[config.mk]
export PLATFORM = sky130hd
export DESIGN_NAME = sim_run_ctrl
export DESIGN_NICKNAME = d
export VERILOG_FILES = /design/src/rtl/sim_ctrl_pkg.sv /design/src/rtl/sim_down_counter.sv /design/src/rtl/sim_run_ctrl.sv
export SDC_FILE = /design/constraint.sdc
export NUM_CORES = 1
export LEC_CHECK = 0
export CAP_MARGIN = 20
export CORE_MARGIN = 2
export CORE_UTILIZATION = 59
export CTS_CLUSTER_DIAMETER = 150
export CTS_CLUSTER_SIZE = 28
export DETAILED_ROUTE_END_ITERATION = 8
export DONT_BUFFER_PORTS = 1
export PLACE_DENSITY = 0.82
export SLEW_MARGIN = 20
export SYNTH_ARGS = -nofsm -noshare
export SYNTH_HDL_FRONTEND = slang
export SYNTH_SLANG_ARGS = --single-unit
[constraint.sdc]
create_clock -name clock -period 13.3 [get_ports clock]
set_clock_uncertainty 0.05 [all_clocks]
set_input_delay 0.665 -clock clock [delete_from_list [all_inputs] [get_ports clock]]
set_output_delay 0.665 -clock clock [all_outputs]
set_load 0.005 [all_outputs]
[src/rtl/sim_ctrl_pkg.sv]
// Shared types and constants for the simulation run controller.
//   state_e     : run sequencing states HOLD -> INIT -> RUN -> DRAIN -> DONE
//   CODE_GOOD   : exit code meaning "no error"
//   CODE_MAXCYC : default exit code reported when the cycle limit stops a run
package sim_ctrl_pkg;

    typedef enum logic [2:0] {
        HOLD  = 3'd0,
        INIT  = 3'd1,
        RUN   = 3'd2,
        DRAIN = 3'd3,
        DONE  = 3'd4
    } state_e;

    localparam logic [7:0] CODE_GOOD   = 8'h00;
    localparam logic [7:0] CODE_MAXCYC = 8'hFE;

endpackage : sim_ctrl_pkg

[src/rtl/sim_down_counter.sv]
// Loadable down counter that stops at zero.
// Ports:
//   clock  in  1  clock
//   reset  in  1  asynchronous active-high reset, clears the count to 0
//   load   in  1  load value into the count (has priority over en)
//   value  in  W  value to load
//   en     in  1  decrement by one while the count is nonzero
//   zero   out 1  count is zero
module sim_down_counter #(
    parameter int W = 32
) (
    input  logic         clock,
    input  logic         reset,
    input  logic         load,
    input  logic [W-1:0] value,
    input  logic         en,
    output logic         zero
);

    logic [W-1:0] count;

    always_ff @(posedge clock or posedge reset) begin
        if (reset) begin
            count <= '0;
        end else if (load) begin
            count <= value;
        end else if (en && (count != '0)) begin
            count <= count - 1'b1;
        end
    end

    assign zero = (count == '0);

endmodule : sim_down_counter

[src/rtl/sim_run_ctrl.sv]
// Sequences one simulation run of SimTop: holds the core in reset, performs
// the one-shot DPI init handshake, enables per-cycle stepping while counting
// cycles and gating the log window, stops on a step error or the cycle limit,
// drains log/UART output, then raises a sticky finish with an exit code.
// Ports:
//   clock        in  1   simulation clock
//   reset        in  1   asynchronous active-high reset
//   max_cycles   in  64  RUN-cycle limit, 0 = unlimited, latched on INIT->RUN
//   log_begin    in  64  first cycle_count value with log_en high
//   log_end      in  64  last cycle_count value with log_en high, 0 disables
//   init_ack     in  1   DPI init complete
//   step_valid   in  1   step result present this cycle
//   step_code    in  8   step result, nonzero stops the run with this code
//   core_reset   out 1   reset to SimTop
//   init_req     out 1   init request level
//   step_en      out 1   call simv_step this cycle
//   cycle_count  out 64  RUN cycles elapsed
//   log_en       out 1   log window active
//   heartbeat    out 1   one-cycle pulse every HB_INTERVAL RUN cycles
//   finish       out 1   run complete (sticky until reset)
//   exit_code    out 8   valid while finish is high, 0 otherwise
//   dbg_state    out 3   current sequencing state (state_e encoding)
//
// Handshakes: init_req is a level request raised only in INIT and held until
// init_ack is seen high at a clock edge; init_ack may already be high in the
// first INIT cycle. step_valid/step_code form a valid-only channel with no
// back-pressure: a result is consumed in any RUN cycle where step_valid is
// high and ignored in every other state.
module sim_run_ctrl #(
    parameter int         RESET_HOLD   = 1000,
    parameter int         DRAIN_CYCLES = 16,
    parameter int         HB_INTERVAL  = 10000,
    parameter logic [7:0] CODE_MAXCYC  = sim_ctrl_pkg::CODE_MAXCYC
) (
    input  logic        clock,
    input  logic        reset,
    input  logic [63:0] max_cycles,
    input  logic [63:0] log_begin,
    input  logic [63:0] log_end,
    input  logic        init_ack,
    input  logic        step_valid,
    input  logic [7:0]  step_code,
    output logic        core_reset,
    output logic        init_req,
    output logic        step_en,
    output logic [63:0] cycle_count,
    output logic        log_en,
    output logic        heartbeat,
    output logic        finish,
    output logic [7:0]  exit_code,
    output logic [2:0]  dbg_state
);

    import sim_ctrl_pkg::*;

    localparam int CW = 32;

    // The hold counter comes out of reset at zero, so the first HOLD cycle
    // only arms and loads it; the remaining RESET_HOLD-1 cycles count down.
    // Loading RESET_HOLD-2 makes the HOLD->INIT edge the RESET_HOLD-th edge.
    localparam logic [CW-1:0] HOLD_LOAD  = (RESET_HOLD >= 2) ? CW'(RESET_HOLD - 2) : '0;
    localparam bit            HOLD_SHORT = (RESET_HOLD <= 1);
    // Loaded on the stop edge, so DRAIN lasts DRAIN_CYCLES cycles.
    localparam logic [CW-1:0] DRAIN_LOAD = (DRAIN_CYCLES >= 1) ? CW'(DRAIN_CYCLES - 1) : '0;
    localparam logic [CW-1:0] HB_LAST    = (HB_INTERVAL >= 1) ? CW'(HB_INTERVAL - 1) : '0;
    localparam bit            HB_ON      = (HB_INTERVAL != 0);

    state_e        state;
    state_e        state_next;
    logic          hold_armed;
    logic [63:0]   cycle_q;
    logic [63:0]   max_q;
    logic [7:0]    code_q;
    logic [CW-1:0] hb_cnt;

    logic hold_load;
    logic hold_en;
    logic hold_zero;
    logic hold_done;
    logic drain_load;
    logic drain_en;
    logic drain_zero;
    logic stop_err;
    logic stop_lim;
    logic stop;
    logic hb_hit;

    sim_down_counter #(.W(CW)) u_hold_cnt (
        .clock (clock),
        .reset (reset),
        .load  (hold_load),
        .value (HOLD_LOAD),
        .en    (hold_en),
        .zero  (hold_zero)
    );

    sim_down_counter #(.W(CW)) u_drain_cnt (
        .clock (clock),
        .reset (reset),
        .load  (drain_load),
        .value (DRAIN_LOAD),
        .en    (drain_en),
        .zero  (drain_zero)
    );

    assign stop_err  = step_valid && (step_code != CODE_GOOD);
    assign stop_lim  = (max_q != 64'd0) && ((cycle_q + 64'd1) == max_q);
    assign stop      = stop_err || stop_lim;
    assign hb_hit    = HB_ON && (hb_cnt == HB_LAST);
    assign hold_done = hold_armed ? hold_zero : HOLD_SHORT;

    always_comb begin
        state_next = state;
        hold_load  = 1'b0;
        hold_en    = 1'b0;
        drain_load = 1'b0;
        drain_en   = 1'b0;
        case (state)
            HOLD: begin
                hold_load = !hold_armed;
                hold_en   = hold_armed;
                if (hold_done) begin
                    state_next = INIT;
                end
            end
            INIT: begin
                if (init_ack) begin
                    state_next = RUN;
                end
            end
            RUN: begin
                if (stop) begin
                    drain_load = 1'b1;
                    state_next = DRAIN;
                end
            end
            DRAIN: begin
                drain_en = 1'b1;
                if (drain_zero) begin
                    state_next = DONE;
                end
            end
            DONE: begin
                state_next = DONE;
            end
            default: begin
                state_next = HOLD;
            end
        endcase
    end

    always_ff @(posedge clock or posedge reset) begin
        if (reset) begin
            state      <= HOLD;
            hold_armed <= 1'b0;
            cycle_q    <= 64'd0;
            max_q      <= 64'd0;
            code_q     <= CODE_GOOD;
            hb_cnt     <= '0;
        end else begin
            state <= state_next;
            if (state == HOLD) begin
                hold_armed <= 1'b1;
            end
            if ((state == INIT) && init_ack) begin
                max_q <= max_cycles;
            end
            if (state == RUN) begin
                cycle_q <= cycle_q + 64'd1;
                hb_cnt  <= hb_hit ? '0 : hb_cnt + 1'b1;
                // A step error outranks the limit when both hit in one cycle.
                if (stop) begin
                    code_q <= stop_err ? step_code : CODE_MAXCYC;
                end
            end
        end
    end

    assign core_reset  = (state == HOLD);
    assign init_req    = (state == INIT);
    assign step_en     = (state == RUN);
    assign finish      = (state == DONE);
    assign exit_code   = (state == DONE) ? code_q : CODE_GOOD;
    assign heartbeat   = (state == RUN) && hb_hit;
    assign cycle_count = cycle_q;
    assign log_en      = (log_end != 64'd0) && (log_begin <= cycle_q) && (cycle_q <= log_end);
    assign dbg_state   = state;

endmodule : sim_run_ctrl

After elaboration in Yosys (flattened, before gate mapping)
Index checks and enable logic that the tools add are counted.

Register bits after elaboration: 236. Input port bits: 204. Output and inout port bits: 81. Logic and storage cells: 64.

Add/sub/neg operators: 4. $lt $le $gt $ge: 2. Equality and inequality tests: 10. Muxes and demuxes: 18. Reduce and logical (&&, ||, !) cells: 22.

Operator list (number): $mux W32 (5); $le A64 B64 Y1 (2); $reduce_bool A64 Y1 (2); $add A64 B1 Y64 const B (1); $eq A64 B64 Y1 (1); $logic_not A32 Y1 (2); $reduce_bool A32 Y1 (2); $sub A32 B1 Y32 const B (2); $add A32 B1 Y32 const B (1); $eq A32 B14 Y1 const B (1); $mux W8 (2); $pmux W3 S5 (1); $mux W3 (4); $logic_and A1 B1 Y1 (8); $reduce_bool A8 Y1 (1); $eq A3 B2 Y1 const B (2); $mux W1 (6); $ne A2 B1 Y1 const B (2); $ne A2 B2 Y1 const B (2); $reduce_and A4 Y1 (1); $reduce_bool A2 Y1 (2); $eq A3 B1 Y1 const B (1); $eq A3 B3 Y1 const B (1); $logic_not A3 Y1 (1); 3 further kinds (3).

Depth between registers and ports, before layout
Gate-level depths: netlist (run 1).

Word-level depth: 7. Depth in mapped cells: 13. Mapped depth without buffers: 11.

By module
From an unflattened synthesis (run 1), not the netlist that was laid out.

Cell total of the unflattened synthesis: 1938. Area, all modules: 17634.4 µm².

Modules (own cells, without submodules): sim_run_ctrl (times used 1, cells each 1486, area an instance 13287.7 µm², seq. area each 4304.1 µm²); sim_down_counter (times used 2, cells each 226, area an instance 2173.3 µm², seq. area each 800.8 µm²).

Least setup slack after synthesis (run 1)
OpenSTA, ideal clock, no wires.

Kind: register -> output. Start point: reg cycle_q[49], in the netlist cycle_count[49]. End point: out log_en. Arrival time: 3.061 ns. Data required time: 12.585 ns. Path slack: 9.524 ns. Stages on the path, launching flop included: 12. Buffers on the path: 1. Cells stage by stage: dfrtp_1 > clkbuf_1 > inv_1 > ha_1 > and3_1 > nand3_1 > nor4_1 > nand3_1 > or4_1 > or3_1 > or3_1 > a22oi_1.

Word-level cells in the longest chain between the ends: 3. Elaborated cells on any way between the ends: 4. Those cells by class: order compare: 2; reduce/logical: 2.

RTL lines: start, declared (line sim_run_ctrl.sv:71) `logic [63:0] cycle_q;`; start signal, assigned (line sim_run_ctrl.sv:169) `cycle_q <= cycle_q + 64'd1;`; $le A64 B64 Y1 (line sim_run_ctrl.sv:186) `assign log_en = (log_end != 64'd0) && (log_begin <= cycle_q) && (cycle_q <= log_end);`; $logic_and A1 B1 Y1 (line sim_run_ctrl.sv:186); $logic_and A1 B1 Y1 (*) (line sim_run_ctrl.sv:186); end, declared (line sim_run_ctrl.sv:47) `output logic log_en,`.

Every way passes the cells marked *; elsewhere a longest branch is shown, timed or not.

Final worst setup path (run 1)
Ends and elaborated chain as after synthesis.

==> results.tsv, run 1 <==
metric	value	unit
drt wl/cell	23.02	um
Final Max Tran Viols	0	
ys async rst share	1.000	
routed vias	13810	
Routed Antenna Nets	0	
most common cell in the netlist	dfrtp_1	
Reg2Reg Launch Point	cycle_count[1]	
top cell type's share of synthesized area	0.3607	
die width	170.6	um
top cells by area, synth	dfrtp_1, ha_1, xnor2_1	
H-tree levels	1	
Arr. time, crit path	4.72	ns
met2 Track Usage GR	0.5325	
area leader, netlist	dfrtp_1	
routability cong.	0.9894	
CTS buffer count	12	
mean cell area of the mapped netlist	9.163	um2
status	finished clean	
gr busiest metal	met2	
Worst-Skew Late Latency	0.50	ns
Max-cap violations	0	
hpwl dp	38.88	mm
Synth cell types	66	
post-CTS sizing	0	
RSZ-0062 raised after global routing	false	
crit path time final	5.439	ns
Top FF cell, synth	dfrtp_1	
clk slew on worst S/H paths	0.10	ns
Sw Ratio	0.3864	
Mapped Nets	2123	
post-synthesis sequential area ratio	0.3607	
power per cell area	137.6	mW/mm2
worst-path fanout max	9	
Root Buffer	clkbuf_16	
1st-pass router iterations	6	
met3 Track Usage GR	0.09507	
Top-Level Pins	285	
P_leak	7.285	nW
placed inst area	0.01666	mm2
clock share of power	0.178	
Hold Vio Cnt, Final	0	
startpoint class of the critical path	flop	
Hold WC Path Type	input pin to asynchronous set/reset pin	
Design Area, Final	0.01702	mm2
Crit Path Category	flop to primary output	
FF-to-FF setup slack	8.43	ns
top cells by count, synth	dfrtp_1, xnor2_1, inv_1	
CTS sink count	236	
grt ovf	0	
GRT met1 Usage	0.4314	
DR DRC count	0	
Tcrit/Tclk final	0.4090	
power share of the combinational group	0.345	
Post-synth EDFFs	0	
layout cells sized above 1	0.06514	
Switch Pwr	0.0009053	W
DR vias/cell	6.487	
global-route wire length before repair	75.51	mm
row count	60	
Core Area	0.02710	mm2
1st-iter DRT viols	1304	
Max IR drop VDD	0.0001182	V
initial antenna violation count	12	
final core occ	0.6281	
maximum clock frequency	0.1838	GHz
Initial Utilization	0.6042	
synthesized netlist cell count	1787	
nets	2086	
number of global-route vias before repair	13650	
cell area after synthesis	0.01637	mm2
setup violators final	0	
Area growth syn-to-layout	3.958	%
gr usage total	0.3350	
worst slew pin tran	1.199	ns
Req. time, crit path	12.59	ns
Crit. Startpoint	cycle_count[49]	
Yosys reg bits	236	
Ys Warns	0	
r2r endpoint	u_drain_cnt.count[27]	
Sequential Power Share	0.477	
CP Capture Type	primary output	
die outline height	170.6	um
CTS tree	yes	
Worst Reg-to-Reg Cells	10	
WL final	49.02	mm
postcts setup bufs	0	
Slew headroom	0.1935	
hold-fix buffers at CTS	0	
Int Pwr	0.001437	W
PortBufs	0	
largest net degree at the start of global routing	95	
clk buf depth	3	
Worst Setup EP	log_en	
Total Neg Setup Slack	0	ns
Die Area	0.02910	mm2
area by class of cell:
cell class	instances	area (um2)
Clock buffer	13	325.3
Tap cell	372	465.4
Inverter	145	551.8
Antenna cell	7	17.52
Clock inverter	1	16.27
Multi-Input combinational cell	1344	9658
Fill cell	2310	10080
Timing Repair Buffer	11	82.58
Sequential cell	236	5906
sequential cells by signal, indices dropped and copies added (netlist names):
| register | cells |
|---|---|
| hb_cnt | 32 |
| hold_armed | 1 |
| dbg_state | 3 |
| cycle_count | 64 |
| max_q | 64 |
| code_q | 8 |
| u_hold_cnt.count | 32 |
| u_drain_cnt.count | 32 |
cells by family (layout without fill, tap and decap cells):
| kind of cell | Yosys count | after routing | synth area share |
|---|---|---|---|
| compound gates | 216 | 216 | 0.08665 |
| xor+xnor | 235 | 235 | 0.1257 |
| fa+ha+maj | 132 | 132 | 0.1009 |
| buf+inv | 207 | 170 | 0.04974 |
| flops | 236 | 236 | 0.3607 |
| mux | 65 | 65 | 0.04440 |
| other cells | 0 | 7 | 0 |
| simple gates | 696 | 696 | 0.2320 |
critical path, cell delays in order (launching register included):
cell and delay [ns]:
dfrtp_1 0.62, inv_1 0.16, ha_1 0.33, and3_1 0.15
nand3_1 0.09, nor4_1 0.91, nand3_1 0.34, or4_1 0.65
or3_1 0.36, or3_1 0.38, a22oi_1 0.23
worst min-delay path by stage:
stage / startpoint / to / depth (start not counted)
floorplan: hb_cnt[31] / hb_cnt[31] / 1
global placement: hb_cnt[31] / hb_cnt[31] / 1
detailed placement: hb_cnt[31] / hb_cnt[31] / 1
CTS: reset / u_drain_cnt.count[6] / 1
global route: reset / code_q[5] / 1
finish: reset / code_q[6] / 1
cell usage in the layout (no fill, tap or decap), types with 11 or more instances in the layout:
master / instances
dfrtp_1: 236
xnor2_1: 176
inv_1: 144
ha_1: 132
nor2_1: 129
nand4_1: 99
nand2_1: 94
nor4_1: 84
nor3_1: 83
nand3_1: 64
mux2_2: 61
xor2_1: 59
o21ai_0: 50
a21oi_1: 44
a21o_1: 40
or3_1: 24
and3_1: 15
and2_1: 14
clkbuf_16: 13
and4_1: 12
nand2b_1: 12
o22ai_1: 12
nor2b_1: 11
or4_1: 11
buf_4: 11
routing by layer:
| layer | wire (um) | share of wire |
|---|---|---|
| met5 | 79 | 0.0016 |
| met4 | 1913 | 0.039 |
| met3 | 4913 | 0.10 |
| met2 | 22340 | 0.46 |
| met1 | 19770 | 0.40 |
power groups by stage:
| stage | logic [W] | clock network, W | registers, W |
|---|---|---|---|
| 2_1_floorplan | 0.000642 | 0 | 0.00103 |
| 3_3_place_gp | 0.000768 | 0 | 0.00112 |
| 3_5_place_dp | 0.000790 | 0 | 0.00112 |
| 4_1_cts | 0.000798 | 0.000424 | 0.00111 |
| 5_1_grt | 0.000890 | 0.000446 | 0.00114 |
| 6_report | 0.000809 | 0.000416 | 0.00112 |
through the flow:
stage / setup WS, ns / cells / total power (W) / hold slack [ns]
floorplan: 6.110 / 1787 / 0.001669 / 0.3967
global placement: 8.704 / 2108 / 0.001885 / 0.4195
detailed placement: 8.579 / 2108 / 0.001915 / 0.4187
CTS: 8.028 / 2122 / 0.002332 / 0.09251
global route: 7.785 / 2127 / 0.002471 / 0.1168
finish: 7.861 / 2129 / 0.002343 / 0.05717
No activity file was read; power rests on OpenSTA's default activity.
==> run 2, diff against run 1 <==
Settings changed: PLACE_DENSITY 0.82 to 0.85.
Clock period 13.3 ns to 4.4 ns, I/O delays scaled along.
==> results.tsv, run 2 (synthesized netlist as in run 1, its figures left out) <==
metric	value	unit	change
status	finished clean		unchanged
Worst Hold Depth	4		
DR vias/cell	6.490		was 6.487
PortBufs	0		unchanged
WL final	52.80	mm	was 49.02 mm
Worst path max stage delay	0.54	ns	was 0.91 ns
CTS tree	yes		unchanged
Slew headroom	0.2575		was 0.1935
Routed Antenna Nets	0		unchanged
Die Area	0.02910	mm2	unchanged
FF-to-FF setup slack	0.17	ns	was 8.43 ns
Total Neg Setup Slack	0	ns	unchanged
P_leak	7.838	nW	was 7.285 nW
Hold WC Path Type	input pin to flop		was input pin to asynchronous set/reset pin
postcts setup bufs	0		unchanged
Max-cap violations	0		unchanged
Worst Reg-to-Reg Cells	12		was 10
placed inst area	0.01701	mm2	was 0.01666 mm2
CP max stage cell	dfrtp_1		was nor4_1
Crit Path Category	flop to flop		was flop to primary output
row count	60		unchanged
die outline height	170.6	um	unchanged
Filler cells	2126		was 2310
layout cells sized above 1	0.08418		was 0.06514
global-route wire length before repair	80.83	mm	was 75.51 mm
commonest non-fill, non-tap cell in the layout	dfrtp_1		unchanged
Final Max Tran Viols	0		unchanged
routability cong.	1.030		was 0.9894
Crit. Startpoint	cycle_count[1]		was cycle_count[49]
Worst-Skew Late Latency	0.51	ns	was 0.50 ns
clk buf depth	3		unchanged
H-tree levels	1		unchanged
power per cell area	400.9	mW/mm2	was 137.6 mW/mm2
routed vias	14550		was 13810
total power	0.007272	W	was 0.002343 W
worst slew pin tran	1.104	ns	was 1.199 ns
crit path time final	4.226	ns	
Design Area, Final	0.01814	mm2	was 0.01702 mm2
CP Capture Type	flop		was primary output
Top-Level Pins	285		unchanged
GRT met1 Usage	0.4550		was 0.4314
number of global-route vias before repair	14690		was 13650
DR DRC count	0		unchanged
area of the multi-input gates	0.009683	mm2	was 0.009658 mm2
Root Buffer	clkbuf_16		unchanged
Core Area	0.02710	mm2	unchanged
worst setup margin	0.1742	ns	was 7.861 ns
worst path cell trace	ha_1 > nand4_2 > nor4_4 > buf_4 > nand4_1 > o21ai_2 > o211a_1 > nand4b_1 > nor4_4 > nand4_1 > buf_4 > a31o_2		was inv_1 > ha_1 > and3_1 > nand3_1 > nor4_1 > nand3_1 > or4_1 > or3_1 > or3_1 > a22oi_1
clk slew on worst S/H paths	0.12	ns	was 0.10 ns
Req. time, crit path	4.74	ns	was 12.59 ns
Area growth syn-to-layout	10.78	%	was 3.958%
hpwl dp	40.28	mm	was 38.88 mm
Tcrit/Tclk final	0.9604		
1st-pass router iterations	8		was 6
most frequent cells in the layout	dfrtp_1, xnor2_1, inv_1		unchanged
initial antenna violation count	2		was 12
met3 Track Usage GR	0.08212		was 0.09507
gr usage total	0.3582		was 0.3350
Reg2Reg Launch Point	cycle_count[1]		unchanged
r2r endpoint	code_q[0]		was u_drain_cnt.count[27]
Arr. time, crit path	4.57	ns	was 4.72 ns
startpoint class of the critical path	flop		unchanged
DP Worst Slack	0.2486	ns	was 8.579 ns
maximum clock frequency	0.2366	GHz	
nets	2201		was 2086
largest net degree at the start of global routing	109		was 95
grt ovf	0		unchanged
Hold Vio Cnt, Final	0		unchanged
CTS buffer count	12		unchanged
CTS sink count	236		unchanged
1st-iter DRT viols	1505		was 1304
Initial Utilization	0.6042		unchanged
met2 Track Usage GR	0.5944		was 0.5325
FF+latch area	0.005906	mm2	unchanged
die width	170.6	um	unchanged
setup violators final	0		unchanged
worst-path fanout max	11		was 9
drt wl/cell	23.55	um	was 23.02 um
RSZ-0062 raised after global routing	false		unchanged
Hold Path End	code_q[4]		
worst hold start	step_valid		
Max IR drop VDD	0.0004318	V	was 0.0001182 V
gr busiest metal	met2		unchanged
run 2: cell count changes in the layout (fill, tap and decap cells not counted), sizes merged:
cell and change:
clkinvlp +1, inv -1, diode -2, buf +40
dlygate4sd3 +75
run 2: through the flow:
step           std cells  hold slack (ns)    util
2_1_floorplan       1787           0.2868       -
5_1_grt             2239           0.1395  0.6691
3_3_place_gp        2148           0.1582  0.6277
3_5_place_dp        2148           0.1560  0.6277
4_1_cts             2237          0.07687  0.6682
6_report            2242          0.08780  0.6693
run 2: worst max path at each step:
| stage | to | slack, ns | depth (start not counted) |
|---|---|---|---|
| floorplan | u_drain_cnt.count[10] | 0.82 | 12 |
| global placement | code_q[0] | 0.30 | 12 |
| detailed placement | code_q[0] | 0.25 | 12 |
| CTS | code_q[0] | 0.17 | 12 |
| global route | code_q[0] | 0.05 | 12 |
| finish | code_q[0] | 0.17 | 12 |
run 2: area by class of cell:
class,count,share of cell area
repair buffers,126,0.06525
clock buffers,13,0.01793
diodes,5,0.0006898
multi-input cells,1344,0.5338
inverters,145,0.03021
clock inverters,1,0.0008967
flip-flops and latches,236,0.3256
well taps,372,0.02566
run 2: where the power goes:
group	total, W	internal [W]	leakage (nW)	switching [W]
Sequential	0.00340	0.00268	3.06	0.000726
Combinational	0.00259	0.00119	4.61	0.00141
Clock	0.00128	0.000544	0.168	0.000732
run 2: timing repair:
action	in CTS	in global routing
gates resized for setup	1	4
hold buffers	75	0
hold endpoints to repair	100	0
setup endpoints to repair	1	39
run 2: critical path, delay by kind of cell, from the launching register on:
family,cells,cell delay (ns)
AO/OA/AOI/OAI,3,0.81
adder cells (fa/ha/maj),1,0.39
buffers and inverters,2,0.45
flip-flops,1,0.54
AND/OR/NAND/NOR,6,1.87
run 2: metal layers:
layer	up-vias	share of wire
met5	-	0
met4	0	0.042
met3	156	0.093
met2	774	0.47
met1	7066	0.40
li1	6554	-
